===== src/rtl/pic_pkg.sv =====
// Shared constants for the PIC-style register file: address map,
// STATUS bit positions, reset values and the TMR0 inhibit FSM states.
package pic_pkg;

    localparam logic [4:0] ADDR_INDF   = 5'h00;
    localparam logic [4:0] ADDR_TMR0   = 5'h01;
    localparam logic [4:0] ADDR_PCL    = 5'h02;
    localparam logic [4:0] ADDR_STATUS = 5'h03;
    localparam logic [4:0] ADDR_FSR    = 5'h04;
    localparam logic [4:0] ADDR_OSCCAL = 5'h05;
    localparam logic [4:0] ADDR_GPIO   = 5'h06;
    localparam logic [4:0] GPR_BASE    = 5'h10;

    localparam int STATUS_C  = 0;
    localparam int STATUS_DC = 1;
    localparam int STATUS_Z  = 2;

    localparam logic [7:0] TMR0_RST   = 8'h00;
    localparam logic [7:0] STATUS_RST = 8'h18;
    localparam logic [4:0] FSR_RST    = 5'h00;
    localparam logic [7:0] OSCCAL_RST = 8'hFE;
    localparam logic [3:0] GPIO_RST   = 4'h0;
    localparam logic [7:0] RAM_RST    = 8'h00;

    typedef enum logic {
        TMR_RUN,
        TMR_HOLD
    } tmr_state_e;

    function automatic logic is_gpr(input logic [4:0] a);
        return a[4];
    endfunction

endpackage


===== src/rtl/reg_file_if.sv =====
// File-register access bus: address, write data and enable in,
// combinational read data out.
interface reg_file_if;
    logic [4:0] addr;
    logic [7:0] data_in;
    logic       we;
    logic [7:0] data_out;

    modport master (
        output addr,
        output data_in,
        output we,
        input  data_out
    );

    modport slave (
        input  addr,
        input  data_in,
        input  we,
        output data_out
    );
endinterface


===== src/rtl/tmr0_unit.sv =====
// TMR0 counter with write-triggered tick inhibit (RUN / HOLD FSM).
// Only built when REG_FILE_TMR0_EN is defined.
module tmr0_unit
    import pic_pkg::*;
#(
    parameter int TMR0_INHIBIT = 2
) (
    input  logic       clk,
    input  logic       rst,
    input  logic       i_tick,
    input  logic       i_we,
    input  logic [7:0] i_data,
    output logic [7:0] o_tmr
);

    localparam int CW = (TMR0_INHIBIT < 1) ? 1 : $clog2(TMR0_INHIBIT + 1);
    localparam logic [CW-1:0] INH = CW'(TMR0_INHIBIT);

    tmr_state_e    r_state;
    tmr_state_e    w_state_nx;
    logic [CW-1:0] r_cnt;
    logic [CW-1:0] w_cnt_nx;
    logic [7:0]    r_tmr;
    logic [7:0]    w_tmr_nx;

    always_ff @(posedge clk or posedge rst) begin
        if (rst) begin
            r_state <= TMR_RUN;
            r_cnt   <= '0;
            r_tmr   <= TMR0_RST;
        end else begin
            r_state <= w_state_nx;
            r_cnt   <= w_cnt_nx;
            r_tmr   <= w_tmr_nx;
        end
    end

    // A write wins over a same-cycle tick and (re)arms the hold count.
    always_comb begin
        w_state_nx = r_state;
        w_cnt_nx   = r_cnt;
        w_tmr_nx   = r_tmr;
        if (i_we) begin
            w_tmr_nx   = i_data;
            w_cnt_nx   = INH;
            w_state_nx = (TMR0_INHIBIT > 0) ? TMR_HOLD : TMR_RUN;
        end else if (i_tick) begin
            case (r_state)
                TMR_RUN: begin
                    w_tmr_nx = r_tmr + 8'd1;
                end
                TMR_HOLD: begin
                    w_cnt_nx = r_cnt - CW'(1);
                    if (r_cnt == CW'(1)) begin
                        w_state_nx = TMR_RUN;
                    end
                end
                default: begin
                    w_state_nx = TMR_RUN;
                end
            endcase
        end
    end

    assign o_tmr = r_tmr;

endmodule


===== src/rtl/reg_file.sv =====
// 32-entry PIC-style file register map with SFRs and 16 bytes of RAM.
// TMR0 is present only when REG_FILE_TMR0_EN is defined.
module reg_file
    import pic_pkg::*;
#(
    parameter int TMR0_INHIBIT = 2
) (
    input  logic       clk,
    input  logic       rst,
    reg_file_if.slave  bus,
    input  logic       tmr_tick,
    input  logic       flags_we,
    input  logic [2:0] flags_in,
    input  logic [7:0] pcl_in,
    output logic       pcl_we,
    input  logic [3:0] gpio_in,
    output logic [3:0] gpio_out,
    output logic [4:0] fsr_bus,
    output logic [7:0] status_bus
);

    logic [7:0] r_status;
    logic [4:0] r_fsr;
    logic [7:0] r_osccal;
    logic [3:0] r_gpio;
    logic [7:0] r_ram [16];

    logic       w_wr_tmr;
    logic       w_wr_status;
    logic       w_wr_fsr;
    logic       w_wr_osc;
    logic       w_wr_gpio;
    logic       w_wr_gpr;
    logic [7:0] w_tmr;
    logic [7:0] w_rdata;

    assign w_wr_tmr    = bus.we && (bus.addr == ADDR_TMR0);
    assign w_wr_status = bus.we && (bus.addr == ADDR_STATUS);
    assign w_wr_fsr    = bus.we && (bus.addr == ADDR_FSR);
    assign w_wr_osc    = bus.we && (bus.addr == ADDR_OSCCAL);
    assign w_wr_gpio   = bus.we && (bus.addr == ADDR_GPIO);
    assign w_wr_gpr    = bus.we && is_gpr(bus.addr);

`ifdef REG_FILE_TMR0_EN
    tmr0_unit #(
        .TMR0_INHIBIT (TMR0_INHIBIT)
    ) u_tmr0 (
        .clk    (clk),
        .rst    (rst),
        .i_tick (tmr_tick),
        .i_we   (w_wr_tmr),
        .i_data (bus.data_in),
        .o_tmr  (w_tmr)
    );
`else
    logic        w_unused_tmr;
    logic [31:0] w_unused_inh;
    assign w_unused_tmr = tmr_tick ^ w_wr_tmr;
    assign w_unused_inh = TMR0_INHIBIT;
    assign w_tmr        = 8'h00;
`endif

    always_ff @(posedge clk or posedge rst) begin
        if (rst) begin
            r_status <= STATUS_RST;
            r_fsr    <= FSR_RST;
            r_osccal <= OSCCAL_RST;
            r_gpio   <= GPIO_RST;
        end else begin
            if (w_wr_status) begin
                r_status[7:3] <= bus.data_in[7:3];
            end
            // ALU flags take priority over a bus write on Z/DC/C.
            if (flags_we) begin
                r_status[STATUS_Z:STATUS_C] <= flags_in;
            end else if (w_wr_status) begin
                r_status[STATUS_Z:STATUS_C] <= bus.data_in[2:0];
            end
            if (w_wr_fsr) begin
                r_fsr <= bus.data_in[4:0];
            end
            if (w_wr_osc) begin
                r_osccal <= bus.data_in;
            end
            if (w_wr_gpio) begin
                r_gpio <= bus.data_in[3:0];
            end
        end
    end

    always_ff @(posedge clk or posedge rst) begin
        if (rst) begin
            for (int i = 0; i < 16; i++) begin
                r_ram[i] <= RAM_RST;
            end
        end else if (w_wr_gpr) begin
            r_ram[bus.addr[3:0]] <= bus.data_in;
        end
    end

    always_comb begin
        w_rdata = 8'h00;
        if (is_gpr(bus.addr)) begin
            w_rdata = r_ram[bus.addr[3:0]];
        end else begin
            case (bus.addr)
                ADDR_TMR0:   w_rdata = w_tmr;
                ADDR_PCL:    w_rdata = pcl_in;
                ADDR_STATUS: w_rdata = r_status;
                ADDR_FSR:    w_rdata = {3'b111, r_fsr};
                ADDR_OSCCAL: w_rdata = r_osccal;
                ADDR_GPIO:   w_rdata = {4'b0000, gpio_in};
                default:     w_rdata = 8'h00;
            endcase
        end
    end

    assign bus.data_out = w_rdata;
    assign pcl_we       = !rst && bus.we && (bus.addr == ADDR_PCL);
    assign gpio_out     = r_gpio;
    assign fsr_bus      = r_fsr;
    assign status_bus   = r_status;

endmodule


===== src/flat_wrapper.sv =====
// flat-port wrapper written by rule: the top's interface ports become plain ports
module reg_file_flat import pic_pkg::*;
#(
    parameter int TMR0_INHIBIT = 2
)
  (clk, rst, tmr_tick, flags_we, flags_in, pcl_in, pcl_we, gpio_in, gpio_out, fsr_bus, status_bus, bus_addr, bus_data_in, bus_we, bus_data_out);
  reg_file_if bus_i ();
  input  logic clk;
  input  logic rst;
  input  logic tmr_tick;
  input  logic flags_we;
  input  logic [2:0] flags_in;
  input  logic [7:0] pcl_in;
  output logic pcl_we;
  input  logic [3:0] gpio_in;
  output logic [3:0] gpio_out;
  output logic [4:0] fsr_bus;
  output logic [7:0] status_bus;
  input wire logic [$bits(bus_i.addr)-1:0] bus_addr;
  input wire logic [$bits(bus_i.data_in)-1:0] bus_data_in;
  input wire logic [$bits(bus_i.we)-1:0] bus_we;
  output wire logic [$bits(bus_i.data_out)-1:0] bus_data_out;
  assign bus_i.addr = bus_addr;
  assign bus_i.data_in = bus_data_in;
  assign bus_i.we = bus_we;
  assign bus_data_out = bus_i.data_out;
  reg_file #(.TMR0_INHIBIT(TMR0_INHIBIT)) u_core (.clk(clk), .rst(rst), .bus(bus_i), .tmr_tick(tmr_tick), .flags_we(flags_we), .flags_in(flags_in), .pcl_in(pcl_in), .pcl_we(pcl_we), .gpio_in(gpio_in), .gpio_out(gpio_out), .fsr_bus(fsr_bus), .status_bus(status_bus));
endmodule

===== config.mk =====
export PLATFORM = sky130hd
export DESIGN_NAME = reg_file_flat
export DESIGN_NICKNAME = d
export VERILOG_FILES = /design/src/rtl/pic_pkg.sv /design/src/rtl/reg_file_if.sv /design/src/rtl/tmr0_unit.sv /design/src/rtl/reg_file.sv /design/src/flat_wrapper.sv
export SDC_FILE = /design/constraint.sdc
export NUM_CORES = 1
export LEC_CHECK = 0
export BUFFER_PORTS_ARGS = -buffer_cell sky130_fd_sc_hd__buf_2
export CELL_PAD_IN_SITES_DETAIL_PLACEMENT = 1
export CELL_PAD_IN_SITES_GLOBAL_PLACEMENT = 1
export CORE_ASPECT_RATIO = 0.6
export CORE_MARGIN = 10
export CORE_UTILIZATION = 30
export DETAILED_ROUTE_END_ITERATION = 8
export GPL_TIMING_DRIVEN = 0
export MAX_ROUTING_LAYER = met4
export PLACE_DENSITY_LB_ADDON = 0.15
export SYNTH_ARGS = -nofsm -noshare
export SYNTH_HDL_FRONTEND = slang
export SYNTH_SLANG_ARGS = --single-unit

===== constraint.sdc =====
create_clock -name clk -period 5.2 [get_ports clk]
set_input_delay 0.52 -clock clk [delete_from_list [all_inputs] [get_ports clk]]
set_output_delay 0.52 -clock clk [all_outputs]
set_load 0.005 [all_outputs]

==> results.cfg <==
[yosys]
synth-simple-area-share_pct = 5.104
synth_top_family_by_area = multiplexers
synthXorXnorAreaFrac_pct = 0
syn_area_per_cell_sq_um = 14.79
yosysWarnings = 0
synthFlopType = dfrtp_1
synth_edf_count = 0
synth_nets = 527
synth_mux_area_share_pct = 35.97
synth_compound_area_share_pct = 3.477
async_flop_share_pct = 100.0
seq_area_frac_synth_pct = 52.57
synth.distinct_cells = 41
ys_seq_elements = 153
synthesis.area_sq_um = 7305
synth_fa_ha_area_share_pct = 0
synthCells = 494

[floorplanning]
die_x_um = 221.4
start_util_pct = 30.36
dieArea_sq_um = 31200
die_h_um = 140.9
core_sq_um = 24060
placementRows = 44
io_pins = 59

[sta]
tns_ns = 0
rsz0062_at_grt = false
hold_violations = 0
slew_headroom_pct = 35.43
post-route-period-util_pct = 64.62
period_needed_ns = 3.360
tightest_slew_ns = 0.9614
report.final.slew_viol_count = 0
fin_skew_ns = 0
finalSetupViolations = 0
fmax_ghz = 0.2976
worst_slack_ns = 1.840

[clock_network]
htreeDepth = 4
cts_tree = built
clk_latency_ns = 0.44
cts-buffers-inserted = 17
clkSinkCount = 153
clk_path_buf_depth = 2
cts_resized = 0
root_buffer = clkbuf_16
clkTransAtPathRegs_ns = 0.06
hold_buffers = 0
cts_setup_buffers = 0

[placement]
preCtsSetupSlack_ns = 1.850
numPortBuffers = 51
dpl.hpwl_mm = 15.76
gp_congestion = 0.8278
dpl_cell_area_sq_um = 7995

[flow_run]
maxCapViolCount = 0

[power]
p_total_mw = 3.452
static-leakage-power_nw = 3.876
vdd_drop_max_mv = 0.2053
cellPowerDensity_nw_per_um2 = 399.8

[grt]
grt_pass1_wl_mm = 33.35
grt_start_max_net_pins = 92
grt_pass1_vias = 5093
antenna_found_initial = 0
grt_use_total_pct = 14.86
overflow = 0

[drt]
drtIter0Drc = 351
drc = 0
drt-total-wl_mm = 21.98
via_count = 4573
vias_per_cell = 5.081
ant_nets = 0
drt-pass1-iter-count = 5
wire_per_inst_um = 24.42

[finish]
diodes = 0
final_common_cell = mux2_2
fin_area_sq_um = 8633
final_layout_size_suffix_gt1_share_pct = 52.42
syn2layout_area_growth_pct = 18.19
final_nets = 598
finish.utilization_pct = 35.89
fill_cells = 2493
final_cell_mix = 145 x mux2_2, 144 x dfrtp_1, 63 x buf_2

[critical_path]
regToRegSetupSlack_ns = 4.41
required_ns = 4.68
crit_fanout = 9
worstSetupPathType = input port to output port
end_kind = output port
startpoint_type = input port
crit_arrival_ns = 2.84

[run_status]
outcome = finished clean

[min_path]
min_path_type = input port to asynchronous set/reset pin
through the flow:
stage | cells | hold slack [ns]
global placement | 867 | 0.4808
floorplan | 494 | 0.4714
finish | 900 | 0.1582
detailed placement | 868 | 0.4876
global route | 900 | 0.2018
CTS | 900 | 0.1708
flip-flops by register name, indices dropped and copies added (netlist names):
signal / cells
u_core.r_osccal: 8
u_core.r_ram: 128
u_core.status_bus: 8
u_core.fsr_bus: 5
u_core.gpio_out: 4
power by group:
part / leakage (nW) / total, mW / switching, mW / internal, mW
Sequential: 1.93 / 1.55 / 0.122 / 1.43
Clock: 0.308 / 1.34 / 0.501 / 0.837
Combinational: 1.63 / 0.562 / 0.239 / 0.323
routing by layer:
metal / share of wire (%) / GRT usage, %
met5: 0 / -
met4: 0.71 / 4.349
met3: 5.9 / 4.109
met2: 42 / 20.60
met1: 51 / 20.65
cell usage after synthesis, drive strengths merged (5+ instances only):
library cell	number	area, sq um
mux2	153	1753
a21oi	5	25.02
nand4	5	37.53
clkbuf	14	52.55
nand3	9	55.05
buf	22	142.6
mux2i	30	300.3
dfstp	9	236.5
dfrtp	144	3603
a221oi	5	43.79
nor2	12	67.56
nand2	12	45.04
mux4	25	574.3
o211ai	7	52.55
critical path, cell delays in order:
cell	delay, ns
buf_2	0.14
nor2b_1	0.14
buf_2	0.19
and2_1	0.16
clkbuf_1	0.32
a222oi_1	0.79
o221ai_1	0.35
buf_2	0.22
worst paths after layout:
path	from	depth (start not counted)	endpoint
hold reg to reg	u_core.r_ram[118]	1	u_core.r_ram[118]
min in group clk	flags_in[1]	3	u_core.status_bus[1]
setup / recovery	bus_addr[1]	8	bus_data_out[3]
hold / removal	rst	2	u_core.r_ram[18]
max in group asynchronous	rst	3	u_core.r_osccal[5]
setup reg to reg	u_core.fsr_bus[4]	1	u_core.fsr_bus[4]
final cells by class:
type                       instances  area (sq um)  share of cell area (%)
inverter                           4         20.02                  0.2319
buffer                            36         195.2                   2.261
multi-input combinational        301          3254                   37.70
clock buffer                      20         466.7                   5.406
timing repair buffer              52         282.8                   3.275
clock inverter                    12         171.4                   1.986
tap                              322         402.9                   4.667
sequential                       153          3840                   44.48
kinds of logic after synthesis:
logic type | count (synthesis)
buffers and inverters | 40
and+or+nand+nor | 59
AOI/OAI and AO/OA | 34
muxes | 208
DFF | 153
No activity file was read; power rests on OpenSTA's default activity.
